**config.mk**
```make
export PLATFORM = sky130hd
export DESIGN_NAME = sram_access_ctrl_flat
export DESIGN_NICKNAME = d
export VERILOG_FILES = /design/src/rtl/sram_access_ctrl_if.sv /design/src/rtl/sram_access_ctrl.sv /design/src/flat_wrapper.sv
export SDC_FILE = /design/constraint.sdc
export NUM_CORES = 1
export LEC_CHECK = 0
export CORE_AREA = 8 8 243 245
export DETAILED_ROUTE_END_ITERATION = 10
export DIE_AREA = 0 0 251 253
export PLACE_DENSITY = 0.48
export SETUP_SLACK_MARGIN = 0.2
export SYNTH_ARGS = -nofsm -noshare
export SYNTH_HDL_FRONTEND = slang
export SYNTH_SLANG_ARGS = --single-unit
export TNS_END_PERCENT = 100
```
**constraint.sdc**
```tcl
create_clock -name clk -period 2.1 [get_ports clk]
set_clock_uncertainty 0.15 [all_clocks]
set_input_delay 0.42 -clock clk [delete_from_list [all_inputs] [get_ports clk]]
set_output_delay 0.42 -clock clk [all_outputs]
set_load 0.02 [all_outputs]
```
**src/rtl/sram_access_ctrl_if.sv**
```systemverilog
// Request/response, word-line and bitline bundle for sram_access_ctrl.
// wr_err exists only when SRAM_ACCESS_CTRL_WRVERIFY_EN is defined.
interface sram_access_ctrl_if #(
    parameter int ADDR_W = 4,
    parameter int DATA_W = 32
);
    localparam int ROWS = 2**ADDR_W;

    logic                   req_valid;
    logic                   req_ready;
    logic                   req_we;
    logic [ADDR_W-1:0]      req_addr;
    logic [DATA_W-1:0]      req_wdata;
    logic                   resp_valid;
    logic                   resp_ready;
    logic [DATA_W-1:0]      resp_rdata;
    logic [ROWS-1:0]        wl;
    logic                   bl_we;
    logic [DATA_W-1:0]      bl_data;
    logic [ROWS*DATA_W-1:0] row_rdata;
`ifdef SRAM_ACCESS_CTRL_WRVERIFY_EN
    logic                   wr_err;
`endif

    // Controller side.
    modport slave (
        input  req_valid, req_we, req_addr, req_wdata, resp_ready, row_rdata,
        output req_ready, resp_valid, resp_rdata, wl, bl_we, bl_data
`ifdef SRAM_ACCESS_CTRL_WRVERIFY_EN
        , output wr_err
`endif
    );

    // Requester plus array side.
    modport master (
        output req_valid, req_we, req_addr, req_wdata, resp_ready, row_rdata,
        input  req_ready, resp_valid, resp_rdata, wl, bl_we, bl_data
`ifdef SRAM_ACCESS_CTRL_WRVERIFY_EN
        , input wr_err
`endif
    );
endinterface

```
**src/rtl/sram_access_ctrl.sv**
```systemverilog
// SRAM row access sequencer: SETUP -> word-line PULSE -> HOLD -> (CAPTURE) -> RESP.
// Defining SRAM_ACCESS_CTRL_WRVERIFY_EN adds a write read-back check with sticky wr_err.
module sram_access_ctrl #(
    parameter int ADDR_W    = 4,
    parameter int DATA_W    = 32,
    parameter int WL_CYCLES = 1
) (
    input  logic              clk,
    input  logic              rst,
    sram_access_ctrl_if.slave bus
);
    localparam int         ROWS     = 2**ADDR_W;
    localparam logic [3:0] CNT_LOAD = 4'(WL_CYCLES - 1);

    typedef enum logic [2:0] {
        S_IDLE,
        S_SETUP,
        S_PULSE,
        S_HOLD,
        S_CAPTURE,
        S_RESP
`ifdef SRAM_ACCESS_CTRL_WRVERIFY_EN
        , S_VPULSE
        , S_VCHECK
`endif
    } state_t;

    state_t              state_q, state_d;
    logic [3:0]          cnt_q, cnt_d;
    logic                we_q;
    logic [ADDR_W-1:0]   addr_q;
    logic [DATA_W-1:0]   wdata_q;
    logic [DATA_W-1:0]   rdata_q, rdata_d;
    logic [DATA_W-1:0]   row_sel;
    logic                accept;
`ifdef SRAM_ACCESS_CTRL_WRVERIFY_EN
    logic                wr_err_q, wr_err_d;
`endif

    assign accept = (state_q == S_IDLE) && bus.req_valid;

    always_comb begin
        row_sel = '0;
        for (int r = 0; r < ROWS; r++) begin
            if (addr_q == ADDR_W'(r)) begin
                row_sel = bus.row_rdata[r*DATA_W +: DATA_W];
            end
        end
    end

    // Control state; async reset takes the word line and bitline enable down at once.
    always_ff @(posedge clk or posedge rst) begin
        if (rst) begin
            state_q  <= S_IDLE;
            cnt_q    <= '0;
            rdata_q  <= '0;
`ifdef SRAM_ACCESS_CTRL_WRVERIFY_EN
            wr_err_q <= 1'b0;
`endif
        end else begin
            state_q  <= state_d;
            cnt_q    <= cnt_d;
            rdata_q  <= rdata_d;
`ifdef SRAM_ACCESS_CTRL_WRVERIFY_EN
            wr_err_q <= wr_err_d;
`endif
        end
    end

    always_ff @(posedge clk) begin
        if (accept) begin
            we_q    <= bus.req_we;
            addr_q  <= bus.req_addr;
            wdata_q <= bus.req_wdata;
        end
    end

    always_comb begin
        state_d  = state_q;
        cnt_d    = cnt_q;
        rdata_d  = rdata_q;
`ifdef SRAM_ACCESS_CTRL_WRVERIFY_EN
        wr_err_d = wr_err_q;
`endif
        case (state_q)
            S_IDLE: begin
                if (bus.req_valid) begin
                    state_d = S_SETUP;
                end
            end
            S_SETUP: begin
                state_d = S_PULSE;
                cnt_d   = CNT_LOAD;
            end
            S_PULSE: begin
                // Counter saturates at zero; the exit test is on the current value.
                if (cnt_q == 4'd0) begin
                    state_d = S_HOLD;
                end else begin
                    cnt_d = cnt_q - 4'd1;
                end
            end
            S_HOLD: begin
                if (!we_q) begin
                    state_d = S_CAPTURE;
                end else begin
`ifdef SRAM_ACCESS_CTRL_WRVERIFY_EN
                    state_d = S_VPULSE;
`else
                    state_d = S_RESP;
`endif
                end
            end
            S_CAPTURE: begin
                state_d = S_RESP;
                rdata_d = row_sel;
            end
            S_RESP: begin
                if (bus.resp_ready) begin
                    state_d = S_IDLE;
                end
            end
`ifdef SRAM_ACCESS_CTRL_WRVERIFY_EN
            S_VPULSE: begin
                state_d = S_VCHECK;
            end
            S_VCHECK: begin
                state_d = S_RESP;
                if (row_sel != wdata_q) begin
                    wr_err_d = 1'b1;
                end
            end
`endif
            default: begin
                state_d = S_IDLE;
            end
        endcase
    end

    always_comb begin
        bus.req_ready  = 1'b0;
        bus.resp_valid = 1'b0;
        bus.wl         = '0;
        bus.bl_we      = 1'b0;
        bus.bl_data    = '0;
        case (state_q)
            S_IDLE: begin
                bus.req_ready = 1'b1;
            end
            S_SETUP, S_HOLD: begin
                bus.bl_we   = we_q;
                bus.bl_data = we_q ? wdata_q : '0;
            end
            S_PULSE: begin
                bus.wl[addr_q] = 1'b1;
                bus.bl_we      = we_q;
                bus.bl_data    = we_q ? wdata_q : '0;
            end
            S_RESP: begin
                bus.resp_valid = 1'b1;
            end
`ifdef SRAM_ACCESS_CTRL_WRVERIFY_EN
            // Read-back pulse: row is driven but bitlines are released.
            S_VPULSE: begin
                bus.wl[addr_q] = 1'b1;
            end
`endif
            default: begin
            end
        endcase
    end

    assign bus.resp_rdata = rdata_q;
`ifdef SRAM_ACCESS_CTRL_WRVERIFY_EN
    assign bus.wr_err = wr_err_q;
`endif

endmodule

```
**src/flat_wrapper.sv**
```systemverilog
// flat-port wrapper written by rule: the top's interface ports become plain ports
module sram_access_ctrl_flat 
#(
    parameter int ADDR_W    = 4,
    parameter int DATA_W    = 32,
    parameter int WL_CYCLES = 1
)
  (clk, rst, bus_req_valid, bus_req_we, bus_req_addr, bus_req_wdata, bus_resp_ready, bus_row_rdata, bus_req_ready, bus_resp_valid, bus_resp_rdata, bus_wl, bus_bl_we, bus_bl_data);
  sram_access_ctrl_if #(.ADDR_W(ADDR_W), .DATA_W(DATA_W)) bus_i ();
  input  logic clk;
  input  logic rst;
  input wire logic [$bits(bus_i.req_valid)-1:0] bus_req_valid;
  input wire logic [$bits(bus_i.req_we)-1:0] bus_req_we;
  input wire logic [$bits(bus_i.req_addr)-1:0] bus_req_addr;
  input wire logic [$bits(bus_i.req_wdata)-1:0] bus_req_wdata;
  input wire logic [$bits(bus_i.resp_ready)-1:0] bus_resp_ready;
  input wire logic [$bits(bus_i.row_rdata)-1:0] bus_row_rdata;
  output wire logic [$bits(bus_i.req_ready)-1:0] bus_req_ready;
  output wire logic [$bits(bus_i.resp_valid)-1:0] bus_resp_valid;
  output wire logic [$bits(bus_i.resp_rdata)-1:0] bus_resp_rdata;
  output wire logic [$bits(bus_i.wl)-1:0] bus_wl;
  output wire logic [$bits(bus_i.bl_we)-1:0] bus_bl_we;
  output wire logic [$bits(bus_i.bl_data)-1:0] bus_bl_data;
  assign bus_i.req_valid = bus_req_valid;
  assign bus_i.req_we = bus_req_we;
  assign bus_i.req_addr = bus_req_addr;
  assign bus_i.req_wdata = bus_req_wdata;
  assign bus_i.resp_ready = bus_resp_ready;
  assign bus_i.row_rdata = bus_row_rdata;
  assign bus_req_ready = bus_i.req_ready;
  assign bus_resp_valid = bus_i.resp_valid;
  assign bus_resp_rdata = bus_i.resp_rdata;
  assign bus_wl = bus_i.wl;
  assign bus_bl_we = bus_i.bl_we;
  assign bus_bl_data = bus_i.bl_data;
  sram_access_ctrl #(.ADDR_W(ADDR_W), .DATA_W(DATA_W), .WL_CYCLES(WL_CYCLES)) u_core (.clk(clk), .rst(rst), .bus(bus_i));
endmodule
```
; After elaboration in Yosys (flattened, before gate mapping)
; Cells that the tools add are included.
[totals]
in_bits = 553
out_inout_bits = 83
regBits = 76
[classes]
muxes = 31
n_lt_le_gt_ge = 2
n_eq_ne = 24
n_addsub = 1
reduce_logical = 9
[op_table]
columns = cell, count
row1 = 2-to-1 mux 32 bit, 18
row2 = "equality test 4 bit, second input constant", 8
row3 = case mux 3 bit (6 select lines), 1
row4 = "equality test 4 x 3 -> 1 bit, second input constant", 4
row5 = 2-to-1 mux 16 bit, 1
row6 = 2-to-1 mux 3 bit, 3
row7 = "equality test 4 x 2 -> 1 bit, second input constant", 2
row8 = zero test 4 bit, 2
row9 = case mux 4 bit (2 select lines), 1
row10 = "equality test 3 x 2 -> 1 bit, second input constant", 2
row11 = "equality test 3 bit, second input constant", 2
row12 = "!= test 2 bit, second input constant", 3
row13 = "< comparator 4 x 5 -> 1 bit, second input constant", 1
row14 = 2-to-1 mux 1 bit, 5
row15 = demux 1 bit (select 4 bit), 1
row16 = "equality test 4 x 1 -> 1 bit, second input constant", 1
row17 = "greater-or-equal comparator 4 x 1 -> 1 bit, second input constant", 1
row18 = 2-to-1 mux 4 bit, 1
row19 = "subtractor 4 x 1 -> 4 bit, second input constant", 1
row20 = "equality test 3 x 1 -> 1 bit, second input constant", 1
row21 = zero test 3 bit, 1
row22 = AND reduction 3 bit, 1
row23 = OR reduction 3 bit, 1
row24 = logical AND 1 bit, 2
row25 = other kinds (3), 3

; Longest topological paths before layout
[logic_depth]
ltp_word = 17
ltp_mapped = 9
depth_no_buf = 6

; Least setup slack after synthesis
; OpenSTA, ideal clock, no wires.
[synth_timing]
kind = reg2reg
startpoint = register u_core.state_q[2]
endpoint = register u_core.addr_q[0] (enable)
path_slack_ns = -0.580
arrival_ns = 2.132
required_time_ns = 1.552
n_path_buf = 1
path_stages_with_launch = 4
path_cell_list = dfrtp_1 clkbuf_1 nor3_1 and2_1
[synth_between]
elab_chain_len = 2
[synth_rtl]
columns = element, line_no
row1 = from (decl), sram_access_ctrl.sv:28  ; state_t state_q, state_d;
row2 = from (signal assigned), sram_access_ctrl.sv:61  ; state_q <= state_d;
row3 = zero test 3 bit, sram_access_ctrl.sv:40  ; assign accept = (state_q == S_IDLE) && bus.req_valid;
row4 = logical AND 1 bit, sram_access_ctrl.sv:40
row5 = named net u_core.accept, sram_access_ctrl.sv:35  ; logic accept;
row6 = to (signal assigned), sram_access_ctrl.sv:73  ; addr_q <= bus.req_addr;
row7 = to (decl), sram_access_ctrl.sv:31  ; logic [ADDR_W-1:0] addr_q;
; The timed path passes the listed nets, and every way through them passes these cells.
; A chain may end at the register's enable or synchronous reset.

; Worst setup path after layout
[layout_timing]
startpoint = register u_core.addr_q[1]
endpoint = register u_core.rdata_q[23], in the netlist u_core.bus.resp_rdata[23]
[layout_between]
elab_chain_len = 17
word_cells_on_any_way = 32
classes_between = eq/ne (15) / mux (16) / reduce/logical (1)
[layout_rtl]
columns = element, line_no
row1 = zero test 4 bit, sram_access_ctrl.sv:45  ; if (addr_q == ADDR_W'(r)) begin
row2 = 2-to-1 mux 32 bit (15 in series), sram_access_ctrl.sv:45
row3 = 2-to-1 mux 32 bit *, sram_access_ctrl.sv:45
row4 = to (signal assigned), sram_access_ctrl.sv:63  ; rdata_q <= rdata_d;
row5 = to (decl), sram_access_ctrl.sv:33  ; logic [DATA_W-1:0] rdata_q, rdata_d;
; Every way passes the cells marked *; elsewhere a longest branch is shown, timed or not.

==> impl_metrics.csv <==
group,metric,value,unit
synth,mappedNetlistNets,1633,
route,wl,77200,µm
sta,tightest_slew,0.746,ns
layout,fillers,5681,
grt,track_usage,0.228,
power,pwr_density_cell,767,nW/µm²
route,dr.pass1.iters,5,
placed_design,dpl-instance-area,17400,µm²
clock_tree,insertion_delay,0.38,ns
sta,timing.hold.ws,0.193,ns
critical_path,worst_path_max_delay_cell,"a222oi_1",
synth,synth_area_leaders,"edfxtp_1, dfrtp_1, mux2i_1, o21ai_0, a21oi_1",
placed_design,dpl.hpwl,62700,µm
critical_path,arrival,2.53,ns
power,power,15.9,mW
floorplanning,rows,87,
synth,syn_inst,1078,
layout,drive_above_1_share,0.340,
synth,async_flop_share,0.513,
floorplanning,start_util,0.155,
critical_path,cp.required,2.17,ns
sta,setup_viol,83,
route,via_per_inst,4.76,
grt,grt_overflow,0,
worst_hold_path,min_path_type,"in2async",
synth,ys_ff_latch,76,
sta,fin_crit,2.46,ns
sta,finalMaxSlewViolations,0,
grt,grt_pass1_vias,14000,
synth,ys_seq_area_frac,0.243,
sta,grt_setup_unrepaired,"yes",
synth,yosysWarnings,0,
route,routedWlPerCell,28.8,µm
critical_path,crit_chain,"buf_6 -> buf_16 -> buf_12 -> buf_12 -> nor4b_4 -> buf_4 -> buf_12 -> a222oi_1 -> a41oi_1",
synth,synth_top_cell_area_share,0.129,
route,antenna_left,0,
clock_tree,cts_inserted_buffers,9,
critical_path,path_common_cell,"buf_12",
layout,finalInstanceArea,20700,µm²
synth,yosysTopAreaCell,"edfxtp_1",
clock_tree,clockRootBuffer,"clkbuf_16",
layout,multi_input_area,7240,µm²
floorplanning,io-pin-count,636,
clock_tree,cts_hold_buffers,0,
synth,syn_area,8590,µm²
clock_tree,cts_tree,"yes",
status,failed_checks,"negative setup slack",
clock_tree,htree_levels,3,
grt,antenna_found_initial,16,
sta,setup_slack,-0.363,ns
floorplanning,die_h,253,µm
critical_path,startpoint_type,"flip-flop",
synth,synth_ff_type,"dfrtp_1",
floorplanning,fp.dieW,251,µm
clock_tree,clock_path_buffers,2,
route,drc_errors,0,
layout,utilization,0.373,
layout,regArea,2090,µm²
critical_path,cp-end-kind,"flip-flop",
synth,yosysUniqueCellTypes,77,
layout,syn_to_final_growth,141,%
sta,fmax,406,MHz
critical_path,r2r_setup_slack,-0.36,ns
placed_design,gp_congestion,0.883,
floorplanning,core-area,55500,µm²
sta,fin_crit_sh,1.17,
route,drt_iter0_markers,725,
critical_path,critical_path_class,"reg2reg",
sta,slew_headroom,0.503,
power,ir_drop,0.000414,V
status,status,"complete, but fails checks",
clock_tree,cts.sinks,76,
floorplanning,design.die.area,63500,µm²
placed_design,numPortBuffers,635,
grt,grt_max_degree,38,
placed_design,place_ws,-0.440,ns
grt,grt_pass1_wl,105000,µm
sta,finalHoldViolCount,0,
critical_path,max_stage_delay,0.69,ns
critical_path,cp_max_fo,6,
job,maxCapViolations,0,
layout,num-nets-final,2508,
clock_tree,path_clk_slew,0.09,ns
route,vias,12800,
synth,avgSynthCellArea,7.97,µm²
power,leakage,8.19,nW
synth,synth_edf_count,37,
-- state kept, by name, indices dropped and copies added (netlist names) --
signal / cells
u_core.state_q: 3
u_core.bus.resp_rdata: 32
u_core.we_q: 1
u_core.wdata_q: 32
u_core.cnt_q: 4
u_core.addr_q: 4
-- cell usage in the layout, fill, tap and decap left out, types with 12 or more instances in the layout --
| cell type | synthesis | final |
|---|---|---|
| clkdlybuf4s50_1 | 0 | 552 |
| buf_4 | 23 | 190 |
| buf_6 | 13 | 132 |
| mux2i_1 | 86 | 77 |
| o21ai_0 | 104 | 74 |
| nor2_1 | 101 | 70 |
| a21oi_1 | 89 | 68 |
| nand2_1 | 73 | 61 |
| buf_12 | 0 | 48 |
| and2_4 | 0 | 37 |
| edfxtp_1 | 37 | 37 |
| dfrtp_1 | 39 | 36 |
| dlygate4sd2_1 | 0 | 32 |
| o21ai_1 | 10 | 30 |
| a21o_1 | 24 | 23 |
| nor2_4 | 1 | 23 |
| nor2b_1 | 21 | 17 |
| a21oi_2 | 0 | 17 |
| o22ai_1 | 26 | 15 |
| nand3_1 | 16 | 15 |
| mux2_2 | 17 | 14 |
| inv_1 | 16 | 13 |
| a22oi_1 | 17 | 12 |
| a222oi_1 | 12 | 12 |
| clkbuf_16 | 0 | 12 |
-- cell families (layout without fill, tap and decap cells) --
family | after synthesis | after routing | synth area share
compound gates | 458 | 458 | 0.363
simple gates | 302 | 303 | 0.171
buf+inv | 130 | 1009 | 0.0842
mux | 107 | 107 | 0.133
flops | 76 | 76 | 0.243
xor+xnor | 3 | 3 | 0.00306
fa+ha+maj | 2 | 2 | 0.00291
other cells | 0 | 10 | 0
-- synthesized netlist by cell type (6+ instances only) --
master,number
a31oi_1,10
a21oi_1,89
o21ai_1,10
buf_2,39
o31a_1,11
o22ai_1,26
a211oi_1,17
dfrtp_1,39
nor3_1,13
o22a_1,9
a222oi_1,12
nand2_1,73
o21a_1,11
a2bb2oi_1,19
buf_6,13
nor2_1,101
a22o_1,6
a21o_1,24
o221ai_1,14
a221o_1,10
o211ai_1,10
edfxtp_1,37
a41oi_1,7
a22oi_1,17
and2_1,36
inv_1,16
a221oi_1,9
clkbuf_1,36
mux2_2,17
o21ai_0,104
buf_4,23
mux2i_1,86
nor2b_1,21
o211a_1,7
nand3_1,16
nand2b_1,13
-- timing repair --
item | CTS | global route
setup buffers | 82 | 23
gates cloned | 7 | 4
resized for setup | 661 | 115
setup endpoints to repair | 118 | 88
pin swaps | 90 | 77
-- report_power, final --
part	total, mW	internal, mW	switching [mW]
clock network	1.68	0.838	0.843
registers	2.46	2.11	0.351
logic	11.8	6.06	5.69
total	15.9	9.01	6.89
-- layout make-up --
type / count / area share
Antenna cell: 10 / 0.00121
Clock buffer: 9 / 0.0109
Clock inverter: 7 / 0.00314
Inverter: 17 / 0.00386
Multi-Input combinational cell: 873 / 0.350
Sequential cell: 76 / 0.101
Tap cell: 712 / 0.0430
Timing Repair Buffer: 976 / 0.487
-- path summary, 6_finish.rpt --
kind,depth (start not counted),start,endpoint
min in group clk,2,u_core.bus.resp_rdata[1],u_core.bus.resp_rdata[1]
worst min-delay path,2,rst,u_core.bus.resp_rdata[13]
worst max register to register,9,u_core.addr_q[1],u_core.bus.resp_rdata[23]
max in group asynchronous,3,rst,u_core.state_q[1]
worst min register to register,2,u_core.bus.resp_rdata[1],u_core.bus.resp_rdata[1]
worst max-delay path,9,u_core.addr_q[1],u_core.bus.resp_rdata[23]
-- worst max-delay path: cells and delay by family (launching register included) --
| kind | cells | cell delay [ns] |
|---|---|---|
| compound gates | 2 | 0.90 |
| flops | 1 | 0.42 |
| simple gates | 1 | 0.04 |
| buf+inv | 6 | 0.78 |
-- per-layer routing --
| layer | wire length (µm) | global-route usage | vias up |
|---|---|---|---|
| met4 | 1780 | 0.0565 | 8 |
| met3 | 4700 | 0.0562 | 84 |
| met2 | 39600 | 0.415 | 516 |
| li1 | - | - | 5902 |
| met5 | 57 | 0 | - |
| met1 | 31100 | 0.264 | 6257 |
-- through the flow --
| stage | instances | TNS, ns |
|---|---|---|
| 2_1_floorplan | 1078 | 0 |
| 3_3_place_gp | 2538 | -20.33 |
| 3_5_place_dp | 2538 | -22.65 |
| 4_1_cts | 2643 | -15.03 |
| 5_1_grt | 2674 | -20.30 |
| 6_report | 2680 | -14.74 |
(Power assumes the default switching activity.)
